File: src/rtl/sseg_scan_reader.sv
// Samples a multiplexed seven-segment bus, waits for it to settle, and decodes
// each scanned digit back to a hex nibble held per digit until its next capture.
module sseg_scan_reader #(
    parameter int NUM_DIGITS    = 4,
    parameter int STABLE_CYCLES = 16
) (
    input  logic                    clk,
    input  logic                    rst_n,
    input  logic [6:0]              seg_in,
    input  logic [NUM_DIGITS-1:0]   dig_en,
    output logic [4*NUM_DIGITS-1:0] digits_out,
    output logic [NUM_DIGITS-1:0]   digit_valid,
    output logic                    update,
    output logic                    err,
    input  logic                    clr_err
);

    localparam int BW = 7 + NUM_DIGITS;
    localparam int CW = (STABLE_CYCLES > 2) ? $clog2(STABLE_CYCLES) : 1;
    localparam logic [CW-1:0] CNT_MAX = CW'(STABLE_CYCLES - 1);

    logic [BW-1:0]           s1_q, s2_q;
    logic [CW-1:0]           cnt_q, cnt_d;
    logic                    armed_q, armed_d;
    logic [4*NUM_DIGITS-1:0] digits_q, digits_d;
    logic [NUM_DIGITS-1:0]   valid_q, valid_d;
    logic                    update_q, update_d;
    logic                    err_q, err_d;

    logic                    changed;
    logic [6:0]              seg_s;
    logic [NUM_DIGITS-1:0]   dig_s;
    logic                    one_hot;
    logic                    at_point;
    logic                    capture;
    logic [4:0]              dec;

    // Returns {legal, nibble}; pattern bits are g..a.
    function automatic logic [4:0] decode(input logic [6:0] p);
        logic [4:0] r;
        case (p)
            7'b0111111: r = {1'b1, 4'h0};
            7'b0000110: r = {1'b1, 4'h1};
            7'b1011011: r = {1'b1, 4'h2};
            7'b1001111: r = {1'b1, 4'h3};
            7'b1100110: r = {1'b1, 4'h4};
            7'b1101101: r = {1'b1, 4'h5};
            7'b1111101: r = {1'b1, 4'h6};
            7'b0000111: r = {1'b1, 4'h7};
            7'b1111111: r = {1'b1, 4'h8};
            7'b1101111: r = {1'b1, 4'h9};
            7'b1110111: r = {1'b1, 4'hA};
            7'b1111100: r = {1'b1, 4'hB};
            7'b0111001: r = {1'b1, 4'hC};
            7'b1011110: r = {1'b1, 4'hD};
            7'b1111001: r = {1'b1, 4'hE};
            7'b1110001: r = {1'b1, 4'hF};
            default:    r = {1'b0, 4'h0};
        endcase
        return r;
    endfunction

    always_comb begin
        changed  = (s1_q != s2_q);
        seg_s    = s2_q[6:0];
        dig_s    = s2_q[BW-1:7];
        one_hot  = (dig_s != '0) && ((dig_s & (dig_s - NUM_DIGITS'(1))) == '0);
        at_point = armed_q && (cnt_q == CNT_MAX);
        capture  = at_point && one_hot;
        dec      = decode(seg_s);

        cnt_d = cnt_q;
        if (changed)
            cnt_d = '0;
        else if (cnt_q != CNT_MAX)
            cnt_d = cnt_q + CW'(1);

        // A fresh change re-arms even if the previous value is captured on this edge.
        armed_d = armed_q;
        if (changed)
            armed_d = 1'b1;
        else if (at_point)
            armed_d = 1'b0;

        digits_d = digits_q;
        valid_d  = valid_q;
        for (int i = 0; i < NUM_DIGITS; i++) begin
            if (capture && dig_s[i]) begin
                if (dec[4]) begin
                    digits_d[4*i +: 4] = dec[3:0];
                    valid_d[i]         = 1'b1;
                end else begin
                    valid_d[i] = 1'b0;
                end
            end
        end

        update_d = capture;

        err_d = err_q;
        if (capture && !dec[4])
            err_d = 1'b1;
        else if (clr_err)
            err_d = 1'b0;
    end

    always_ff @(posedge clk or negedge rst_n) begin
        if (!rst_n) begin
            s1_q     <= '0;
            s2_q     <= '0;
            cnt_q    <= '0;
            armed_q  <= 1'b0;
            digits_q <= '0;
            valid_q  <= '0;
            update_q <= 1'b0;
            err_q    <= 1'b0;
        end else begin
            s1_q     <= {dig_en, seg_in};
            s2_q     <= s1_q;
            cnt_q    <= cnt_d;
            armed_q  <= armed_d;
            digits_q <= digits_d;
            valid_q  <= valid_d;
            update_q <= update_d;
            err_q    <= err_d;
        end
    end

    assign digits_out  = digits_q;
    assign digit_valid = valid_q;
    assign update      = update_q;
    assign err         = err_q;

endmodule

File: config.mk
export PLATFORM = sky130hd
export DESIGN_NAME = sseg_scan_reader
export DESIGN_NICKNAME = d
export VERILOG_FILES = /design/src/rtl/sseg_scan_reader.sv
export SDC_FILE = /design/constraint.sdc
export NUM_CORES = 1
export LEC_CHECK = 0
export CAP_MARGIN = 20
export CORE_ASPECT_RATIO = 0.5
export CORE_MARGIN = 3
export CORE_UTILIZATION = 23
export DETAILED_ROUTE_END_ITERATION = 6
export GPL_TIMING_DRIVEN = 0
export SYNTH_ARGS = -nofsm -noshare
export SYNTH_HDL_FRONTEND = slang
export SYNTH_SLANG_ARGS = --single-unit
File: constraint.sdc
create_clock -name clk -period 3.45 [get_ports clk]
set_input_delay 1.035 -clock clk [delete_from_list [all_inputs] [get_ports clk]]
set_output_delay 1.035 -clock clk [all_outputs]
set_load 0.02 [all_outputs]
# After elaboration in Yosys (flattened, before gate mapping)
# Cells that the tools add are included.
dict set report totals {
  wordCells 62
  output_inout_bits 22
  inputBits 14
  ff_bits 49
}
dict set report classes {
  n_mux 8
  addsub 2
  n_eq_ne 19
  n_reduce_logical 18
  bitwise 1
}
# op n
set ops {}
lappend ops {{equality test 7 bit, second input constant} 12}
lappend ops {{case mux 5 bit (16 select lines)} 1}
lappend ops {{equality test 7 x 3 -> 1 bit, second input constant} 2}
lappend ops {{equality test 7 x 6 -> 1 bit, second input constant} 2}
lappend ops {{inequality test 11 bit} 1}
lappend ops {{logical AND 1 bit} 8}
lappend ops {{two-way mux 4 bit} 2}
lappend ops {{AND reduction 2 bit} 4}
lappend ops {{nonzero test 2 bit} 3}
lappend ops {{two-way mux 1 bit} 5}
lappend ops {{adder 4 x 1 -> 4 bit, second input constant} 1}
lappend ops {{bitwise AND 4 bit} 1}
lappend ops {{equality test 4 bit, second input constant} 1}
lappend ops {{zero test 4 bit} 1}
lappend ops {{inequality test 4 bit, second input constant} 1}
lappend ops {{nonzero test 4 bit} 1}
lappend ops {{subtractor 4 x 1 -> 4 bit, second input constant} 1}
lappend ops {{zero test 1 bit} 1}

# Longest topological paths before layout
dict set report depth {
  word_depth 7
  depth_mapped 7
  depth_no_buf 6
}

# Least setup slack after synthesis
# No wires, ideal clock.
dict set report synth_path {
  kind {reg2reg}
  from {register s2_q[3]}
  to {register digits_q[0] (netlist: digits_out[0])}
  stages_incl_launch_ff 7
  setup_slack_ps 1345
  arrival_ps 1978
  synth_period_minus_slack_ps 2105
  path_buffers 1
  setup_ps 128
  required_ps 3322
  cell_sequence {dfrtp_1 -> or3_1 -> a2111oi_4 -> nor3_1 -> buf_4 -> a31oi_4 -> mux2_1}
}
dict set report synth_via {
  elab_chain_len 3
  elab_cells_between_ends 18
  classes_between {eq/ne: 16; mux: 1; reduce/logical: 1}
}
# item line_no
set synth_lines {}
lappend synth_lines {{start, declared} 22} ;# logic [BW-1:0] s1_q, s2_q;
lappend synth_lines {{start signal, assigned} 119} ;# s2_q <= s1_q;
lappend synth_lines {{equality test 7 bit, or another cell as far along} 41} ;# case (p)
lappend synth_lines {{case mux 5 bit (16 select lines) *} 41}
lappend synth_lines {{AND reduction 2 bit (no source line)} n/a}
lappend synth_lines {{end signal, assigned} 122} ;# digits_q <= digits_d;
lappend synth_lines {{end, declared} 25} ;# logic [4*NUM_DIGITS-1:0] digits_q, digits_d;
# Mark *: on every way between the ends. The rest lies on a longest branch, timed or not.
# A chain may end at the register's enable or synchronous reset.

# Final worst setup path
dict set report layout_path {
  from {register valid_q[1] (netlist: digit_valid[1])}
  to {output digit_valid[1]}
}
# item line_no
set layout_rtl {}
lappend layout_rtl {{start, declared} 26} ;# logic [NUM_DIGITS-1:0] valid_q, valid_d;
lappend layout_rtl {{start signal, assigned} 123} ;# valid_q <= valid_d;
lappend layout_rtl {{end, declared} 12} ;# output logic [NUM_DIGITS-1:0] digit_valid,
# No word-level cell between the ends.

==> results.tsv <==
stage	metric	value	unit
routing	drt pass-1 iters	4	
global_routing	first-pass GRT wire length	7355	um
clock_network	Clock transition at path regs	0.07	ns
placed_design	Place WS	1.152	ns
timing	Slew headroom	0.4247	
cells_and_area	# diodes	0	
power	Leak	1.172	nW
critical_path	CP delay by family, top	buffers and inverters	
critical_path	CP max stage cell	clkdlybuf4s50_1	
flow_run	maxcap violations	0	
timing	clk_skew	0.009152	ns
critical_path	CP peak stage delay	0.63	ns
floorplan	Ports	36	
routing	wire per inst	13.49	um
synthesis	Synthesized Nets	199	
critical_path	Setup crit end kind	output pin	
timing	final hold vios	0	
critical_path	critical-path cell list	clkdlybuf4s50_1	
clock_network	CTS sink cnt	49	
critical_path	startpoint types	register	
timing	final worst path period share	0.6691	
min_path	Hold Path Stages	0	
critical_path	R2R setup slack	1.14	ns
synthesis	Post-Syn Area	2166	um2
synthesis	synth warn	0	
cells_and_area	# fillers	869	
synthesis	cell accounting for the most synthesized area	dfrtp_1	
cells_and_area	most frequent cells in the layout	49 x dfrtp_1, 34 x clkdlybuf4s50_1, 13 x xor2_1	
cells_and_area	Area growth, synth to finish	30.39	%
timing	Worst-Margin Slew	0.8521	ns
global_routing	vias in the first global route	1515	
routing	antenna-violating nets left	0	
timing	setup TNS	0	ns
global_routing	Overall Global Routing Usage	0.08614	
synthesis	syn_area_per_cell	11.77	um2
timing	max-slew violation count	0	
critical_path	crit path DAT	1.27	ns
floorplan	die area	10690	um2
routing	DRT iter0 DRCs	135	
global_routing	initial antenna violation count	0	
min_path	HP Class	register to register	
cells_and_area	commonest non-fill, non-tap cell in the layout	dfrtp_1	
timing	setup ws final	1.142	ns
global_routing	largest net degree at the start of global routing	33	
clock_network	Clock Latency Late Sink	0.29	ns
floorplan	height of the die	74.62	um
clock_network	setup bufs post-CTS	0	
synthesis	EDFF count, synth	0	
clock_network	hold_buf cts	0	
synthesis	Post-Synthesis Cells	184	
routing	Routed WL	4653	um
critical_path	Worst R2R Start	s2_q[1]	
status	status	complete, no violations	
clock_network	CTS tree	yes	
power	cell-internal power	0.8936	mW
critical_path	reg2reg end	digits_out[9]	
power	maximum vdd ir drop	0.0001638	V
power	Psw	0.2689	mW
floorplan	starting density of the core	0.2428	
timing	FMAX	433.2	MHz
routing	# DRC	0	
synthesis	Yosys cell types	41	
timing	# setup viols final	0	
synthesis	number of synthesized register bits	49	
critical_path	crit path kind	register to output pin	
synthesis	Area contributors post-synth	dfrtp_1 57%, xor2_1 5.3%, mux2_2 3.1%	
power	pwr/cell area	411.6	nW/um2
min_path	Hold Crit Start	s1_q[4]	
clock_network	Num CTS Buffers	5	
cells_and_area	share of layout cells above drive strength 1	0.1228	
placed_design	GPL Wtd Cong	0.8624	
synthesis	Async S/R FF share, synth	1.000	
synthesis	post-synth top area share	0.5661	
synthesis	Synth Flop Type	dfrtp_1	
power	sequential fraction of design power	0.515	
critical_path	Buffers & Inverters on Critical Path	1	
clock_network	htree depth	2	
power	sw frac	0.2313	
timing	Tmin final	2.308	ns
power	Clock power frac	0.414	
clock_network	post-CTS sizing	0	
min_path	WHS Endpoint	s2_q[4]	
clock_network	CTS Root Buffer Type	clkbuf_16	
clock_network	clock buffer depth	2	
cells_and_area	# nets final	242	
critical_path	crit-path max FO	2	
critical_path	cell count of the worst reg-to-reg path	7	
routing	via count	1576	
critical_path	critical path required time	2.41	ns
synthesis	sequential area share after synthesis	0.5661	
routing	vias per cell	4.568	
global_routing	total congestion overflow	0	
power	Comb power frac	0.071	
floorplan	core footprint	8919	um2
timing	RSZ-0062 raised after global routing	no	
placed_design	post-detail-place hpwl	3461	um
floorplan	x dimension of the die	143.2	um
placed_design	input/output buffers	35	
floorplan	Cell Rows	24	
sequential cells by signal (all words and copies together) (netlist names):
register	cells
armed_q	1
digit_valid	4
s1_q	11
err	1
s2_q	11
update	1
digits_out	16
cnt_q	4
worst max-delay path by stage:
stage                     depth (start not counted)        endpoint      startpoint
after floorplan                                   6   digits_out[0]         s2_q[3]
after global placement                            1         s1_q[4]           rst_n
after detailed placement                          7   digits_out[9]         s2_q[1]
after CTS                                         1  digit_valid[1]  digit_valid[1]
after global routing                              6  digits_out[12]        cnt_q[0]
final                                             1  digit_valid[1]  digit_valid[1]
logic make-up (layout without fill, tap and decap cells):
kind of cell / count (synthesis) / in the layout / synth area share
AOI/OAI and AO/OA: 41 / 41 / 0.1363
xor gates and xnor gates: 15 / 15 / 0.06066
adders and majority gates: 1 / 1 / 0.005776
buffers and inverters: 14 / 58 / 0.03004
DFF: 49 / 49 / 0.5661
muxes: 11 / 11 / 0.05546
and+or+nand+nor: 53 / 53 / 0.1456
metal layers:
layer,vias to the layer above,track usage,routed length [um]
met5,-,0,0
met4,0,0.02818,21
met3,3,0.02982,250
met2,45,0.1341,2194
met1,765,0.1144,2186
li1,763,-,-
cell usage after synthesis (all sizes together) (2+ instances only):
master and number:
nor4 5, a21oi 9, a31oi 6, o21ai 10, mux2 8, or3 2, dfrtp 49, mux2i 3
nor3 6, buf 10, nand2b 5, nor2 8, o22a 4, nand3 8, nand4 3, xnor2 2
xor2 13, inv 4, o211ai 2, nand2 2, nor3b 2, nand3b 4, a21o 5
power groups by stage:
| stage | Clock [mW] | Sequential [mW] | Combinational [mW] |
|---|---|---|---|
| floorplan | 0 | 0.607 | 0.0445 |
| finish | 0.481 | 0.599 | 0.0823 |
| CTS | 0.490 | 0.599 | 0.0831 |
| global route | 0.516 | 0.601 | 0.0909 |
| global placement | 0 | 0.610 | 0.0771 |
| detailed placement | 0 | 0.610 | 0.0827 |
through the flow:
step                cells  power [mW]  utilization  area [um2]  hold slack, ns
finish                345       1.162       0.3166        2824          0.3960
global route          345       1.208       0.3166        2824          0.4042
CTS                   345       1.172       0.3166        2824          0.3961
detailed placement    337      0.6927       0.3002        2678          0.3827
global placement      336      0.6869       0.2985        2663          0.3822
floorplan             184      0.6519            -        2166          0.3715
final cells by class:
class	instances	area [um2]	share of cell area
clock inverters	3	21.27	0.007532
plain buffers	10	50.05	0.01772
multi-input cells	121	874.6	0.3097
flip-flops and latches	49	1226	0.4342
clock buffers	5	125.1	0.04431
well taps	117	146.4	0.05184
repair buffers	36	365.4	0.1294
inverters	4	15.01	0.005317
(Power assumes the default switching activity.)
